### src/rtl/div_pkg.sv
// Shared constants and helpers for the divider operand queue.
// Zero-divisor result is selected in the top by DIVQ_ZERO_SAT_EN.
package div_pkg;

    localparam int DIVQ_DATAWIDTH_DEF = 8;
    localparam int DIVQ_DEPTH_DEF     = 4;

    // Driven to the divider while idle so it never sees a zero divisor.
    localparam int DIVQ_IDLE_DIVISOR = 1;

    // Wide enough for any practical DATAWIDTH; consumers truncate.
    localparam logic [63:0] DIVQ_ZERO_RES_CLR = '0;
    localparam logic [63:0] DIVQ_ZERO_RES_SAT = '1;

    function automatic int divq_clog2(input int value);
        int w;
        w = 0;
        while ((1 << w) < value) begin
            w = w + 1;
        end
        return w;
    endfunction

endpackage

### src/rtl/divq_fifo.sv
// Operand-pair FIFO: storage, wrapping pointers and occupancy count.
// Push is ignored when full and pop when empty, so callers may drive them loosely.
module divq_fifo
    import div_pkg::*;
#(
    parameter int DATAWIDTH = DIVQ_DATAWIDTH_DEF,
    parameter int DEPTH     = DIVQ_DEPTH_DEF
) (
    input  logic                                Clk,
    input  logic                                Rst,
    input  logic                                push_i,
    input  logic                                pop_i,
    input  logic [DATAWIDTH-1:0]                push_a_i,
    input  logic [DATAWIDTH-1:0]                push_b_i,
    output logic [DATAWIDTH-1:0]                head_a_o,
    output logic [DATAWIDTH-1:0]                head_b_o,
    output logic                                full_o,
    output logic                                empty_o,
    output logic [divq_clog2(DEPTH+1)-1:0]      count_o
);

    localparam int PW = divq_clog2(DEPTH);
    localparam int CW = divq_clog2(DEPTH + 1);

    logic [DATAWIDTH-1:0] mem_a_q [DEPTH];
    logic [DATAWIDTH-1:0] mem_b_q [DEPTH];
    logic [PW-1:0]        wr_ptr_q, wr_ptr_d;
    logic [PW-1:0]        rd_ptr_q, rd_ptr_d;
    logic [CW-1:0]        count_q, count_d;
    logic                 push_ok, pop_ok;

    assign full_o   = (count_q == CW'(DEPTH));
    assign empty_o  = (count_q == '0);
    assign count_o  = count_q;
    assign head_a_o = mem_a_q[rd_ptr_q];
    assign head_b_o = mem_b_q[rd_ptr_q];

    // A full queue refuses a push even when a pop happens in the same cycle.
    assign push_ok = push_i && !full_o;
    assign pop_ok  = pop_i && !empty_o;

    always_comb begin
        wr_ptr_d = wr_ptr_q;
        rd_ptr_d = rd_ptr_q;
        count_d  = count_q;
        if (push_ok) begin
            wr_ptr_d = wr_ptr_q + PW'(1);
        end
        if (pop_ok) begin
            rd_ptr_d = rd_ptr_q + PW'(1);
        end
        case ({push_ok, pop_ok})
            2'b10:   count_d = count_q + CW'(1);
            2'b01:   count_d = count_q - CW'(1);
            default: count_d = count_q;
        endcase
    end

    always_ff @(posedge Clk or negedge Rst) begin
        if (!Rst) begin
            wr_ptr_q <= '0;
            rd_ptr_q <= '0;
            count_q  <= '0;
        end else begin
            wr_ptr_q <= wr_ptr_d;
            rd_ptr_q <= rd_ptr_d;
            count_q  <= count_d;
        end
    end

    // Payload storage carries no reset; the pointers define what is valid.
    always_ff @(posedge Clk) begin
        if (push_ok) begin
            mem_a_q[wr_ptr_q] <= push_a_i;
            mem_b_q[wr_ptr_q] <= push_b_i;
        end
    end

endmodule

### src/rtl/div_operand_queue.sv
// Operand queue in front of a combinational divider with a registered, zero-screened result.
// Define DIVQ_ZERO_SAT_EN to return all-ones instead of zero for a zero divisor.
module div_operand_queue
    import div_pkg::*;
#(
    parameter int DATAWIDTH = DIVQ_DATAWIDTH_DEF,
    parameter int DEPTH     = DIVQ_DEPTH_DEF
) (
    input  logic                                Clk,
    input  logic                                Rst,
    input  logic                                in_valid,
    output logic                                in_ready,
    input  logic [DATAWIDTH-1:0]                in_a,
    input  logic [DATAWIDTH-1:0]                in_b,
    output logic [DATAWIDTH-1:0]                div_a,
    output logic [DATAWIDTH-1:0]                div_b,
    input  logic [DATAWIDTH-1:0]                div_quot,
    output logic                                out_valid,
    input  logic                                out_ready,
    output logic [DATAWIDTH-1:0]                out_quot,
    output logic                                out_dz,
    output logic [divq_clog2(DEPTH+1)-1:0]      count
);

    localparam logic [DATAWIDTH-1:0] IDLE_B = DATAWIDTH'(DIVQ_IDLE_DIVISOR);
`ifdef DIVQ_ZERO_SAT_EN
    localparam logic [DATAWIDTH-1:0] ZERO_RES = DATAWIDTH'(DIVQ_ZERO_RES_SAT);
`else
    localparam logic [DATAWIDTH-1:0] ZERO_RES = DATAWIDTH'(DIVQ_ZERO_RES_CLR);
`endif

    logic                 fifo_full, fifo_empty;
    logic [DATAWIDTH-1:0] head_a, head_b;
    logic                 push, pop, slot_free, head_dz;

    logic                 out_valid_q, out_valid_d;
    logic [DATAWIDTH-1:0] out_quot_q, out_quot_d;
    logic                 out_dz_q, out_dz_d;

    assign in_ready  = !fifo_full;
    assign push      = in_valid && !fifo_full;
    assign slot_free = !out_valid_q || out_ready;
    assign pop       = !fifo_empty && slot_free;

    divq_fifo #(
        .DATAWIDTH (DATAWIDTH),
        .DEPTH     (DEPTH)
    ) u_fifo (
        .Clk      (Clk),
        .Rst      (Rst),
        .push_i   (push),
        .pop_i    (pop),
        .push_a_i (in_a),
        .push_b_i (in_b),
        .head_a_o (head_a),
        .head_b_o (head_b),
        .full_o   (fifo_full),
        .empty_o  (fifo_empty),
        .count_o  (count)
    );

    // Idle operands keep the divider away from 0/0 when nothing is queued.
    assign div_a   = fifo_empty ? '0 : head_a;
    assign div_b   = fifo_empty ? IDLE_B : head_b;
    assign head_dz = (head_b == '0);

    always_comb begin
        out_valid_d = out_valid_q;
        out_quot_d  = out_quot_q;
        out_dz_d    = out_dz_q;
        if (pop) begin
            out_valid_d = 1'b1;
            out_quot_d  = head_dz ? ZERO_RES : div_quot;
            out_dz_d    = head_dz;
        end else if (slot_free) begin
            out_valid_d = 1'b0;
        end
    end

    always_ff @(posedge Clk or negedge Rst) begin
        if (!Rst) begin
            out_valid_q <= 1'b0;
            out_quot_q  <= '0;
            out_dz_q    <= 1'b0;
        end else begin
            out_valid_q <= out_valid_d;
            out_quot_q  <= out_quot_d;
            out_dz_q    <= out_dz_d;
        end
    end

    assign out_valid = out_valid_q;
    assign out_quot  = out_quot_q;
    assign out_dz    = out_dz_q;

endmodule

### config.mk
export PLATFORM = sky130hd
export DESIGN_NAME = div_operand_queue
export DESIGN_NICKNAME = d
export VERILOG_FILES = /design/src/rtl/div_pkg.sv /design/src/rtl/divq_fifo.sv /design/src/rtl/div_operand_queue.sv
export SDC_FILE = /design/constraint.sdc
export NUM_CORES = 1
export LEC_CHECK = 0
export CORE_UTILIZATION = 50
export CTS_CLUSTER_SIZE = 28
export DETAILED_ROUTE_END_ITERATION = 12
export PLACE_DENSITY_LB_ADDON = 0.05
export SLEW_MARGIN = 20
export SYNTH_ARGS = -nofsm -noshare
export SYNTH_HDL_FRONTEND = slang
export SYNTH_HIERARCHICAL = 1
export SYNTH_SLANG_ARGS = --single-unit
### constraint.sdc
create_clock -name Clk -period 3.2 [get_ports Clk]
set_input_delay 0.8 -clock Clk [delete_from_list [all_inputs] [get_ports Clk]]
set_output_delay 0.8 -clock Clk [all_outputs]
set_load 0.1 [all_outputs]
Word-level counts from Yosys, hierarchy flattened
Memory sizes are Yosys's and may differ from the RTL's. Cells that the tools add are included.

Flip-flop bits (word level): 17. Bits in latches: 0. RAM bits: 64. Bits in read-only memories: 0. Word-level logic and storage cells: 35. Memories: 2.

$add $sub $neg: 4. Multiply operators: 0. Div/mod/pow operators: 0. Magnitude comparators: 0. Equality and inequality tests: 3. Shifts and indexed selects: 0. Multiplexer cells: 8. Bitwise logic cells: 0. Reductions and logical operators: 12.

Memories: u_fifo.mem_a_q (words 4, width 8, rd ports 1, clocked after Yosys merged registers in 0, wr ports 1, line divq_fifo.sv:25) `logic [DATAWIDTH-1:0] mem_a_q [DEPTH];`; u_fifo.mem_b_q (words 4, width 8, rd ports 1, clocked after Yosys merged registers in 0, wr ports 1, line divq_fifo.sv:26) `logic [DATAWIDTH-1:0] mem_b_q [DEPTH];`.

Operators by type and width (count): 8-bit 2-to-1 mux (3); 8-bit logical NOT (1); 3-bit case mux with 2 select lines (1); 2-bit by 1-bit adder with 2-bit output, second input constant (2); 1-bit logical AND (4); 1-bit 2-to-1 mux (4); 2-bit nonzero test (2); 3-bit by 1-bit adder with 3-bit output, second input constant (1); 3-bit == test, second input constant (1); 1-bit logical NOT (3); 3-bit logical NOT (1); 3-bit by 1-bit subtractor with 3-bit output, second input constant (1); 2-bit by 1-bit == test with 1-bit output, second input constant (1); 2-bit == test, second input constant (1); 1-bit logical OR (1).

Depth between registers and ports, before layout
Gate-level depths: netlist of the first run.

Depth in word-level cells: 6. Gate-level depth with buffers: 12. Depth with buffers taken out: 10.

Hierarchy
Netlist of the first run, hierarchy kept.

By module, submodules not included: divq_fifo (instances 1, cells each 121, area an instance 2775.2 um^2, seq. area each 2097.0 um^2); div_operand_queue (instances 1, cells each 66, area an instance 584.3 um^2, seq. area each 250.2 um^2).

Least setup slack after synthesis of the first run
OpenSTA, ideal clock, no wires.

Kind: register -> output. From: register u_fifo.count_q[0], in the netlist u_fifo/count_o[0]. To: output port div_a[2]. Data arrival time: 2901 ps. Required time: 2400 ps. Path slack: -501 ps. Cell stages (with the launch flop): 4. Path buffers: 1. Cells stage by stage: dfrtp_1 > nor3_1 > clkbuf_1 > nor2b_1.

Longest elaborated chain between the ends: 2.

RTL lines: start, declared (line divq_fifo.sv:29) `logic [CW-1:0] count_q, count_d;`; start signal, assigned (line divq_fifo.sv:67) `count_q <= count_d;`; 3-bit logical NOT (line divq_fifo.sv:33) `assign empty_o = (count_q == '0);`; net fifo_empty (line div_operand_queue.sv:32) `logic fifo_full, fifo_empty;`; 8-bit 2-to-1 mux (line div_operand_queue.sv:63) `assign div_a = fifo_empty ? '0 : head_a;`; end, declared (line div_operand_queue.sv:15) `output logic [DATAWIDTH-1:0] div_a,`.

The timed path passes the listed nets, and every way through them passes these cells.

Final worst setup path of the first run
From: register u_fifo.rd_ptr_q[0]. To: output port div_b[0].

Longest elaborated chain between the ends: 2.

RTL lines: start, declared (line divq_fifo.sv:28) `logic [PW-1:0] rd_ptr_q, rd_ptr_d;`; start signal, assigned (line divq_fifo.sv:66) `rd_ptr_q <= rd_ptr_d;`; memory 4 x 8 bit; net head_b[0] (line div_operand_queue.sv:33) `logic [DATAWIDTH-1:0] head_a, head_b;`; 8-bit 2-to-1 mux (line div_operand_queue.sv:64) `assign div_b = fifo_empty ? IDLE_B : head_b;`; end, declared (line div_operand_queue.sv:16) `output logic [DATAWIDTH-1:0] div_b,`.

The timed path passes the listed nets, and every way through them passes these cells.

==> insert_results.sql, run 1 <==
INSERT INTO impl_metrics (metric_group, metric, value, unit) VALUES
('logic_synthesis', 'synth_top_area_share', '0.572', ''),
('floorplan', 'io_pins', '58', ''),
('run', 'cap_violations', '0', ''),
('placed_design', 'port_bufs', '57', ''),
('logic_synthesis', 'async_reset_ff_frac', '0.210', ''),
('logic_synthesis', 'post-synth-top-count-cell', 'sky130_fd_sc_hd__edfxtp_1', ''),
('cts', 'clk_root_buffer_cell', 'sky130_fd_sc_hd__clkbuf_8', ''),
('worst_setup_path', 'reg2regPathDepth', '5', ''),
('global_route', 'grt_pass1_wl', '9.56', 'mm'),
('cts', 'clkSinkCount', '81', ''),
('sta', 'final_hold_viol_count', '0', ''),
('detailed_routing', 'vias', '1796', ''),
('floorplan', 'floorplan.core_area', '0.00642', 'sq mm'),
('detailed_routing', 'avgRoutedWirePerCell', '17.9', 'um'),
('detailed_routing', 'starting_drt_drc_count', '120', ''),
('floorplan', 'die-width', '84.0', 'um'),
('cts', 'cts-buffers-inserted', '9', ''),
('cts', 'cts_hold_repair.buffers', '0', ''),
('final_layout', 'insertedDiodeCount', '0', ''),
('worst_hold_path', 'holdCritPathClass', 'reg -> reg', ''),
('cts', 'post_cts_buffers', '0', ''),
('worst_setup_path', 'worst-path-max-fanout', '16', ''),
('detailed_routing', 'postRouteWirelength', '5.99', 'mm'),
('placed_design', 'place.gp.congestion', '0.771', ''),
('detailed_routing', 'avgViaCountPerCell', '5.36', ''),
('detailed_routing', 'drt_first_pass_iters', '9', ''),
('cts', 'clock_insertion_delay_worst_skew', '0.35', 'ns'),
('global_route', 'gr-usage-all-layers', '0.187', ''),
('logic_synthesis', 'mappedNetlistArea', '0.00336', 'sq mm'),
('cts', 'h_tree_levels', '3', ''),
('sta', 'rsz0062_at_grt', 'false', ''),
('sta', 'setup_tns', '0', 'ns'),
('global_route', 'grt_antenna_before_repair', '0', ''),
('cts', 'clk_path_buf_depth', '2', ''),
('final_layout', 'layout-area-overhead-vs-synth', '28.6', '%'),
('sta', 'timing.slew.headroom', '0.475', ''),
('worst_setup_path', 'crit_arrival', '2.11', 'ns'),
('final_layout', 'layout_cell_share_with_drive_strength_beyond_1', '0.279', ''),
('logic_synthesis', 'synth.avg_cell_area', '18.0', 'sq um'),
('logic_synthesis', 'ys_seq_area_frac', '0.699', ''),
('worst_setup_path', 'start_kind', 'register', ''),
('floorplan', 'start_util', '0.523', ''),
('cts', 'tritoncts_clock_tree', 'built', ''),
('logic_synthesis', 'synth_area_leaders', 'sky130_fd_sc_hd__edfxtp_1 57%, sky130_fd_sc_hd__dfrtp_1 13%, sky130_fd_sc_hd__mux4_1 6.3%', ''),
('global_route', 'grt_pass1_vias', '1846', ''),
('outcome', 'run_status', 'complete, but fails checks', ''),
('floorplan', 'die_area', '0.00705', 'sq mm'),
('sta', 'setup_viol', '0', ''),
('sta', 'fin_crit', '2.91', 'ns'),
('cts', 'cts_repair_resize_count', '0', ''),
('worst_setup_path', 'path_class', 'reg -> out', ''),
('logic_synthesis', 'yosys_register_bits', '81', ''),
('worst_setup_path', 'worst_ep_required_time', '2.40', 'ns'),
('floorplan', 'row_count', '29', ''),
('sta', 'fmaxAchievable', '343', 'MHz'),
('worst_setup_path', 'endpoint_kind', 'output pin', ''),
('global_route', 'grt-ovfl-total', '0', ''),
('floorplan', 'die_y', '84.0', 'um'),
('sta', 'finalMaxSlewViolations', '0', ''),
('global_route', 'grt_start_max_net_pins', '21', ''),
('logic_synthesis', 'synth_top_cells_by_count', '64 x sky130_fd_sc_hd__edfxtp_1, 17 x sky130_fd_sc_hd__dfrtp_1, 16 x sky130_fd_sc_hd__nor2b_1, 16 x sky130_fd_sc_hd__o21ai_1', ''),
('logic_synthesis', 'edff_count_synth', '64', ''),
('detailed_routing', 'ant_nets', '0', ''),
('logic_synthesis', 'yosys_most_used_dff', 'sky130_fd_sc_hd__edfxtp_1', ''),
('final_layout', 'num-nets-final', '287', ''),
('sta', 'final_period_util', '0.910', ''),
('placed_design', 'dp.final_hpwl', '4.04', 'mm'),
('cts', 'clkSlewWorstSetupHoldPaths', '0.09', 'ns'),
('logic_synthesis', 'synth_fp_nets', '221', ''),
('sta', 'slew_of_the_pin_with_the_lowest_slew_margin', '0.784', 'ns'),
('logic_synthesis', 'post-synth-top-area-cell', 'sky130_fd_sc_hd__edfxtp_1', ''),
('sta', 'timing.clock.skew', '0.00943', 'ns'),
('detailed_routing', 'detail_route.drc_violations', '9', ''),
('logic_synthesis', 'synthCells', '187', ''),
('outcome', 'failed_checks', 'design-rule violations', ''),
('final_layout', 'fill_cells', '425', ''),
('logic_synthesis', 'yosys_warn_count', '6', ''),
('worst_hold_path', 'whs_path_depth', '1', ''),
('logic_synthesis', 'synth_cell_type_count', '33', '');
-- critical path, cell delays in order (launching register included) --
cell and delay [ns]:
sky130_fd_sc_hd__dfrtp_1 0.39, sky130_fd_sc_hd__buf_4 0.31, sky130_fd_sc_hd__mux4_2 0.55, sky130_fd_sc_hd__or2_2 0.33
sky130_fd_sc_hd__buf_12 0.17
-- cells in the final DEF (no fill, tap or decap), drive strengths merged --
| cell type | instances |
|---|---|
| clkinvlp | 3 |
| mux2i | 1 |
| inv | 12 |
| xnor2 | 3 |
| nor2 | 2 |
| dfrtp | 17 |
| nor3b | 1 |
| fa | 1 |
| nor3 | 1 |
| mux2 | 2 |
| and2 | 4 |
| nand2b | 1 |
| or4 | 2 |
| o21ai | 24 |
| o31a | 1 |
| clkdlybuf4s50 | 27 |
| or2 | 2 |
| xor2 | 3 |
| nor2b | 18 |
| mux4 | 16 |
| ha | 5 |
| edfxtp | 64 |
| buf | 38 |
| clkbuf | 9 |
| nand2 | 1 |
-- layout make-up --
| class | instances | area [sq um] | area share |
|---|---|---|---|
| sequential | 81 | 2350 | 0.543 |
| multi-input combinational | 88 | 906 | 0.210 |
| timing repair buffer | 65 | 756 | 0.175 |
| clock buffer | 9 | 124 | 0.0287 |
| tap | 77 | 96.3 | 0.0223 |
| clock inverter | 7 | 60.1 | 0.0139 |
| inverter | 8 | 30.0 | 0.00695 |
-- cell families (layout without fill, tap and decap cells) --
logic type      after synthesis  in the layout  synth area share
flops                        81             81             0.699
buf+inv                      18             89            0.0339
fa+ha+maj                     6              6            0.0246
mux                          19             19             0.126
xor+xnor                      6              6            0.0156
simple gates                 32             32            0.0629
compound gates               25             25            0.0384
-- per-stage QoR --
stage          hold slack (ns)  std cells  worst slack (ns)  utilization  instance area (sq um)
4_1_cts                  0.510        335             0.246        0.673                   4320
3_3_place_gp             0.478        319             0.280        0.644                   4140
3_5_place_dp             0.496        319             0.174        0.644                   4140
2_1_floorplan            0.504        187            -0.501            -                   3360
6_report                 0.507        335             0.287        0.673                   4320
5_1_grt                  0.537        335             0.180        0.673                   4320
-- sequential cells by signal, indices dropped and copies added (netlist names) --
| name | count |
|---|---|
| out_quot | 8 |
| u_fifo/mem_b_q | 32 |
| out_valid | 1 |
| out_dz | 1 |
| u_fifo/rd_ptr_q | 2 |
| u_fifo/count_o | 3 |
| u_fifo/mem_a_q | 32 |
| u_fifo/wr_ptr_q | 2 |
-- metal layers --
metal | GRT usage | part of all wire | wire length, um
met5 | 0 | 0 | 0
met4 | 0.0799 | 0.0098 | 59
met3 | 0.0415 | 0.046 | 278
met2 | 0.300 | 0.51 | 3030
met1 | 0.248 | 0.44 | 2620
-- worst paths after layout --
| path | startpoint | endpoint | slack, ns |
|---|---|---|---|
| min | out_dz | out_dz | 0.51 |
| max reg2reg | u_fifo/rd_ptr_q[0] | out_quot[2] | 0.72 |
| min in group asynchronous | Rst | u_fifo/wr_ptr_q[1] | 0.90 |
| min reg2reg | out_dz | out_dz | 0.51 |
| max | u_fifo/rd_ptr_q[0] | div_b[0] | 0.29 |
| max in group asynchronous | Rst | out_quot[1] | 1.81 |
Power of run 1 is not shown: default switching activity piles up to over one toggle a cycle in this logic, so the estimate is an artifact.
==> inputs of run 2 (changes only) <==
CORE_UTILIZATION = 47   (was 50)
SYNTH_HIERARCHICAL = default   (was 1)
clock period = 2.6 ns   (was 3.2 ns; I/O delays follow)
==> run 2 against run 1 <==
  * The run still ends with design-rule violations left
  * Sequential cell count did not move
  * Non-clock buffer count is 4 higher
  * Synthesized cell count fell by 2.7%
  * Synthesized area shrank 3.9%
  * Via count grew 2.6%
  * First-iteration DRC count down 13%
  * Register-to-register slack worse by 0.36 ns
  * Largest cell class unchanged
  * Highest routed layer unchanged
==> insert_results.sql, run 2 <==
INSERT INTO impl_metrics (metric_group, metric, value, unit) VALUES
('outcome', 'run_status', 'complete, but fails checks', ''),
('outcome', 'failed_checks', 'design-rule violations', ''),
('cts', 'tritoncts_clock_tree', 'built', ''),
('final_layout', 'layout.cells.most_common', 'sky130_fd_sc_hd__edfxtp_1', ''),
('worst_setup_path', 'crit_chain', 'buf_12 -> mux4_2 -> or2_4 -> buf_12', ''),
('final_layout', 'layout.cells.most_common_list', '64 x sky130_fd_sc_hd__edfxtp_1, 27 x sky130_fd_sc_hd__clkdlybuf4s50_1, 24 x sky130_fd_sc_hd__buf_4, 19 x sky130_fd_sc_hd__nand2_1, 17 x sky130_fd_sc_hd__buf_12', ''),
('cts', 'cts_hold_repair.buffers', '0', ''),
('logic_synthesis', 'synth-compound-area-share', '0.0139', ''),
('logic_synthesis', 'mappedNetlistArea', '0.00323', 'sq mm'),
('floorplan', 'die-width', '84.9', 'um'),
('floorplan', 'start_util', '0.497', ''),
('final_layout', 'num-nets-final', '289', ''),
('worst_setup_path', 'reg2regPathDepth', '5', ''),
('sta', 'final_hold_viol_count', '0', ''),
('logic_synthesis', 'synth_top_cells_by_count', '64 x sky130_fd_sc_hd__edfxtp_1, 19 x sky130_fd_sc_hd__nand2_1, 17 x sky130_fd_sc_hd__dfrtp_1, 16 x sky130_fd_sc_hd__mux4_2, 15 x sky130_fd_sc_hd__nor2b_1', ''),
('cts', 'clkSinkCount', '81', ''),
('cts', 'clk_path_buf_depth', '2', ''),
('logic_synthesis', 'synth_mux_area_frac', '0.119', ''),
('floorplan', 'row_count', '29', ''),
('worst_setup_path', 'crit_arrival', '1.87', 'ns'),
('detailed_routing', 'drt_first_pass_iters', '11', ''),
('worst_hold_path', 'holdCritPathClass', 'reg -> reg', ''),
('sta', 'timing.clock.skew', '0.00652', 'ns'),
('sta', 'setup_viol', '0', ''),
('placed_design', 'port_bufs', '57', ''),
('run', 'cap_violations', '0', ''),
('worst_hold_path', 'whs_path_depth', '2', ''),
('logic_synthesis', 'ys_seq_area_frac', '0.727', ''),
('cts', 'h_tree_levels', '3', ''),
('detailed_routing', 'ant_nets', '0', ''),
('floorplan', 'die_y', '84.9', 'um'),
('worst_setup_path', 'worst_ep_required_time', '1.95', 'ns'),
('worst_setup_path', 'cp_common_cell', 'sky130_fd_sc_hd__buf_12', ''),
('logic_synthesis', 'yosys_most_used_dff', 'sky130_fd_sc_hd__edfxtp_1', ''),
('worst_setup_path', 'start_kind', 'register', ''),
('worst_setup_path', 'worst-path-buf-inv', '2', ''),
('floorplan', 'die_area', '0.00721', 'sq mm'),
('worst_setup_path', 'endpoint_kind', 'output pin', ''),
('worst_setup_path', 'path_class', 'reg -> out', ''),
('cts', 'clock_insertion_delay_worst_skew', '0.34', 'ns'),
('global_route', 'grt_antenna_before_repair', '0', ''),
('detailed_routing', 'avgRoutedWirePerCell', '18.3', 'um'),
('final_layout', 'layout-area-overhead-vs-synth', '37.7', '%'),
('final_layout', 'fin_util', '0.685', ''),
('logic_synthesis', 'synth_xor_xnor_area_share', '0.0163', ''),
('placed_design', 'place.gp.congestion', '0.693', ''),
('global_route', 'grt_pass1_wl', '9.80', 'mm'),
('logic_synthesis', 'async_reset_ff_frac', '0.210', ''),
('detailed_routing', 'vias', '1843', ''),
('worst_setup_path', 'worst-path-max-fanout', '8', ''),
('logic_synthesis', 'yosys_warn_count', '0', ''),
('cts', 'clkSlewWorstSetupHoldPaths', '0.08', 'ns'),
('worst_setup_path', 'slowest_delay', '0.50', 'ns'),
('logic_synthesis', 'synth_top_area_share', '0.595', ''),
('sta', 'rsz0062_at_grt', 'false', ''),
('sta', 'hold-worst-slack', '0.493', 'ns'),
('detailed_routing', 'postRouteWirelength', '6.18', 'mm'),
('sta', 'final_period_util', '0.971', ''),
('detailed_routing', 'avgViaCountPerCell', '5.47', ''),
('final_layout', 'layout_cell_share_with_drive_strength_beyond_1', '0.369', ''),
('cts', 'cts-buffers-inserted', '9', ''),
('global_route', 'grt_start_max_net_pins', '18', ''),
('logic_synthesis', 'synth_fp_nets', '216', ''),
('placed_design', 'dp.final_hpwl', '4.13', 'mm'),
('detailed_routing', 'starting_drt_drc_count', '105', ''),
('logic_synthesis', 'synth.avg_cell_area', '17.7', 'sq um'),
('final_layout', 'fill_cells', '432', ''),
('cts', 'clk_root_buffer_cell', 'sky130_fd_sc_hd__clkbuf_8', ''),
('worst_setup_path', 'timing.critical_path.slowest_stage_cell', 'sky130_fd_sc_hd__mux4_2', ''),
('global_route', 'grt_pass1_vias', '1999', ''),
('global_route', 'grt-ovfl-total', '0', ''),
('sta', 'timing.slew.headroom', '0.487', ''),
('logic_synthesis', 'synth_top_family_by_area', 'multiplexers', ''),
('floorplan', 'io_pins', '58', ''),
('logic_synthesis', 'post-synth-top-count-cell', 'sky130_fd_sc_hd__edfxtp_1', ''),
('sta', 'slew_of_the_pin_with_the_lowest_slew_margin', '0.768', 'ns'),
('logic_synthesis', 'synthCells', '182', ''),
('sta', 'fmaxAchievable', '396', 'MHz'),
('final_layout', 'insertedDiodeCount', '0', ''),
('global_route', 'gr-usage-all-layers', '0.187', ''),
('logic_synthesis', 'edff_count_synth', '64', ''),
('worst_setup_path', 'timing.critical_path.depth', '4', ''),
('logic_synthesis', 'post_synth_and_or_nand_nor_area_fraction', '0.0790', ''),
('placed_design', 'placed_area', '0.00418', 'sq mm'),
('floorplan', 'floorplan.core_area', '0.00649', 'sq mm'),
('logic_synthesis', 'synth_area_leaders', 'sky130_fd_sc_hd__edfxtp_1 60%, sky130_fd_sc_hd__dfrtp_1 13%, sky130_fd_sc_hd__mux4_2 11%', ''),
('final_layout', 'post-route-cell-area', '0.00445', 'sq mm'),
('logic_synthesis', 'arithmetic_cell_share_of_the_synthesized_area_counting_full_adders_half_adders_and_majority_gates', '0.0256', ''),
('logic_synthesis', 'post-synth-top-area-cell', 'sky130_fd_sc_hd__edfxtp_1', ''),
('detailed_routing', 'detail_route.drc_violations', '5', ''),
('logic_synthesis', 'synth_cell_type_count', '25', ''),
('sta', 'finalMaxSlewViolations', '0', ''),
('logic_synthesis', 'yosys_register_bits', '81', ''),
('sta', 'fin_crit', '2.52', 'ns'),
('worst_setup_path', 'timing.critical_path.max_delay_family', 'multiplexers', '');
-- run 2: path summary, 6_finish.rpt --
check	endpoint	from	slack (ns)
worst min register to register	out_quot[0]	out_quot[0]	0.49
worst min-delay path	out_quot[0]	out_quot[0]	0.49
min in group asynchronous	out_dz	Rst	0.76
worst max register to register	out_quot[5]	u_fifo.rd_ptr_q[0]	0.36
worst max-delay path	div_b[0]	u_fifo.rd_ptr_q[0]	0.08
max in group asynchronous	u_fifo.rd_ptr_q[0]	Rst	1.31
-- run 2: kinds of logic after synthesis --
| family | after synthesis |
|---|---|
| AO/OA/AOI/OAI | 9 |
| XOR/XNOR | 6 |
| adder cells (fa/ha/maj) | 6 |
| buffers and inverters | 14 |
| flip-flops | 81 |
| multiplexers | 18 |
| AND/OR/NAND/NOR | 48 |
-- run 2: through the flow --
stage	TNS (ns)	std cells	worst slack, ns
CTS	0	335	0.00109
detailed placement	0	319	0.0474
global route	0	337	0.00424
floorplan	-0.0580	182	-0.0580
finish	0	337	0.0763
global placement	0	319	0.173
-- run 2: what timing repair did --
item | CTS | global route
buffers inserted | 0 | 1
setup endpoints to repair | 0 | 3
endpoints found under the hold margin | 0 | 0
resized for setup | 0 | 1
-- run 2: area by class of cell --
class / count / area [sq um] / area share
Inverter: 7 / 26.3 / 0.00591
Tap cell: 77 / 96.3 / 0.0217
Multi-Input combinational cell: 87 / 922 / 0.207
Clock buffer: 11 / 131 / 0.0295
Clock inverter: 5 / 104 / 0.0233
Timing Repair Buffer: 69 / 816 / 0.183
Sequential cell: 81 / 2350 / 0.529
-- run 2: routing by layer --
layer | global-route usage | part of all wire | up-vias
li1 | - | - | 821
met1 | 0.216 | 0.41 | 965
met2 | 0.335 | 0.54 | 45
met3 | 0.0477 | 0.034 | 12
met4 | 0.0755 | 0.020 | 0
met5 | 0 | 0 | -
-- run 2: worst register-to-register path: stages (launching register included) --
cell                        delay [ns]
sky130_fd_sc_hd__dfrtp_2          0.45
sky130_fd_sc_hd__clkbuf_16        0.20
sky130_fd_sc_hd__mux4_2           0.52
sky130_fd_sc_hd__or4_1            0.60
sky130_fd_sc_hd__nor2_4           0.23
sky130_fd_sc_hd__o21ai_0          0.13
Power of run 2 is left out for the same reason.
==> inputs of run 3 (changes only) <==
CORE_MARGIN = 2   (was default)
PLACE_DENSITY_LB_ADDON = 0.1   (was 0.05)
==> run 3 against run 2 <==
  * Sequential cell count unchanged
  * Routed wire length shrank 7.2%
  * The flow now finishes without violations
  * Critical path depth unchanged
==> insert_results.sql, run 3 (same netlist as run 2, synthesis figures left out) <==
INSERT INTO impl_metrics (metric_group, metric, value, unit) VALUES
('sta', 'fin_crit', '2.47', 'ns'),
('detailed_routing', 'avgViaCountPerCell', '5.14', ''),
('placed_design', 'post_place_setup_slack', '0.125', 'ns'),
('floorplan', 'floorplan.core_area', '0.00672', 'sq mm'),
('sta', 'timing.clock.skew', '0.0120', 'ns'),
('cts', 'cts-buffers-inserted', '9', ''),
('detailed_routing', 'drt_first_pass_iters', '4', ''),
('sta', 'rsz0062_at_grt', 'false', ''),
('cts', 'clkSinkCount', '81', ''),
('detailed_routing', 'starting_drt_drc_count', '116', ''),
('global_route', 'grt_pass1_vias', '1802', ''),
('sta', 'final_hold_viol_count', '0', ''),
('sta', 'final_period_util', '0.950', ''),
('worst_setup_path', 'path_class', 'reg -> out', ''),
('final_layout', 'layout.cells.most_common_list', '64 x sky130_fd_sc_hd__edfxtp_1, 27 x sky130_fd_sc_hd__clkdlybuf4s50_1, 24 x sky130_fd_sc_hd__buf_4, 19 x sky130_fd_sc_hd__nand2_1, 17 x sky130_fd_sc_hd__buf_12', ''),
('cts', 'tritoncts_clock_tree', 'built', ''),
('final_layout', 'num-nets-final', '289', ''),
('worst_setup_path', 'crit_arrival', '1.82', 'ns'),
('global_route', 'grt-ovfl-total', '0', ''),
('sta', 'timing.slew.headroom', '0.807', ''),
('floorplan', 'die-width', '86.9', 'um'),
('cts', 'clk_path_buf_depth', '2', ''),
('detailed_routing', 'detail_route.drc_violations', '0', ''),
('worst_hold_path', 'holdCritPathClass', 'reg -> reg', ''),
('global_route', 'grt_antenna_before_repair', '0', ''),
('final_layout', 'layout-area-overhead-vs-synth', '36.1', '%'),
('worst_setup_path', 'start_kind', 'register', ''),
('cts', 'cts_hold_repair.buffers', '0', ''),
('worst_setup_path', 'endpoint_kind', 'output pin', ''),
('global_route', 'grt_pass1_wl', '9.24', 'mm'),
('final_layout', 'layout_cell_share_with_drive_strength_beyond_1', '0.369', ''),
('final_layout', 'layout.cells.most_common', 'sky130_fd_sc_hd__edfxtp_1', ''),
('sta', 'hold-worst-slack', '0.493', 'ns'),
('cts', 'cts_repair_resize_count', '0', ''),
('final_layout', 'insertedDiodeCount', '0', ''),
('floorplan', 'row_count', '30', ''),
('outcome', 'run_status', 'finished, final reports clean', ''),
('sta', 'slew_of_the_pin_with_the_lowest_slew_margin', '0.291', 'ns'),
('cts', 'h_tree_levels', '3', ''),
('detailed_routing', 'avgRoutedWirePerCell', '16.9', 'um'),
('detailed_routing', 'vias', '1747', ''),
('global_route', 'grt_start_max_net_pins', '19', ''),
('floorplan', 'die_area', '0.00755', 'sq mm'),
('worst_setup_path', 'worst-path-max-fanout', '8', ''),
('sta', 'setup_ws', '0.129', 'ns'),
('cts', 'clk_root_buffer_cell', 'sky130_fd_sc_hd__clkbuf_8', ''),
('detailed_routing', 'postRouteWirelength', '5.74', 'mm'),
('placed_design', 'place.gp.congestion', '0.726', ''),
('final_layout', 'post-route-cell-area', '0.00440', 'sq mm'),
('floorplan', 'start_util', '0.481', ''),
('placed_design', 'placed_area', '0.00420', 'sq mm'),
('sta', 'fmaxAchievable', '405', 'MHz'),
('global_route', 'gr-usage-all-layers', '0.168', ''),
('sta', 'finalMaxSlewViolations', '0', ''),
('worst_setup_path', 'worst_ep_required_time', '1.95', 'ns'),
('cts', 'clkSlewWorstSetupHoldPaths', '0.09', 'ns'),
('floorplan', 'die_y', '86.9', 'um'),
('placed_design', 'port_bufs', '57', ''),
('detailed_routing', 'ant_nets', '0', ''),
('cts', 'clock_insertion_delay_worst_skew', '0.34', 'ns'),
('sta', 'setup_viol', '0', ''),
('floorplan', 'io_pins', '58', ''),
('placed_design', 'dp.final_hpwl', '3.76', 'mm'),
('run', 'cap_violations', '0', ''),
('cts', 'post_cts_buffers', '0', '');
[run 3: cell types whose count changed in the layout (fill, tap and decap cells not counted), sizes merged]
cell and delta:
bufinv -2, buf +1, clkinvlp +3, clkbuf -2, clkinv -1, inv +1
[run 3: area by class of cell]
cell class                 instances  area (sq um)
clock buffer                      10           128
timing repair buffer              69           802
clock inverter                     6          66.3
multi-input combinational         87           922
fill                             475          2320
tap                               80           100
inverter                           7          26.3
sequential                        81          2350
[run 3: critical path, stage by stage (launching register included)]
cell,delay [ns]
sky130_fd_sc_hd__dfrtp_1,0.37
sky130_fd_sc_hd__buf_6,0.18
sky130_fd_sc_hd__mux4_2,0.53
sky130_fd_sc_hd__or2_4,0.25
sky130_fd_sc_hd__buf_12,0.16
[run 3: per-stage QoR]
step                std cells   util  TNS [ns]
finish                    340  0.654         0
detailed placement        324  0.625         0
CTS                       340  0.654         0
global placement          324  0.625         0
floorplan                 182      -   -0.0580
global route              340  0.654         0
[run 3: worst paths after layout]
kind / to / start / slack (ns) / cells after the start
min in group asynchronous: u_fifo.count_o[1] / Rst / 0.62 / 2
min reg2reg: out_quot[3] / out_quot[3] / 0.49 / 2
max: div_b[0] / u_fifo.rd_ptr_q[0] / 0.13 / 4
max reg2reg: out_quot[1] / u_fifo.rd_ptr_q[0] / 0.46 / 5
min: out_quot[3] / out_quot[3] / 0.49 / 2
max in group asynchronous: u_fifo.count_o[0] / Rst / 1.77 / 2
[run 3: per-layer routing]
| metal | global-route usage | wire length, um |
|---|---|---|
| met1 | 0.238 | 2650 |
| met2 | 0.257 | 2870 |
| met3 | 0.0493 | 181 |
| met4 | 0.0469 | 31 |
| met5 | 0 | 0 |
Power of run 3 is left out for the same reason.
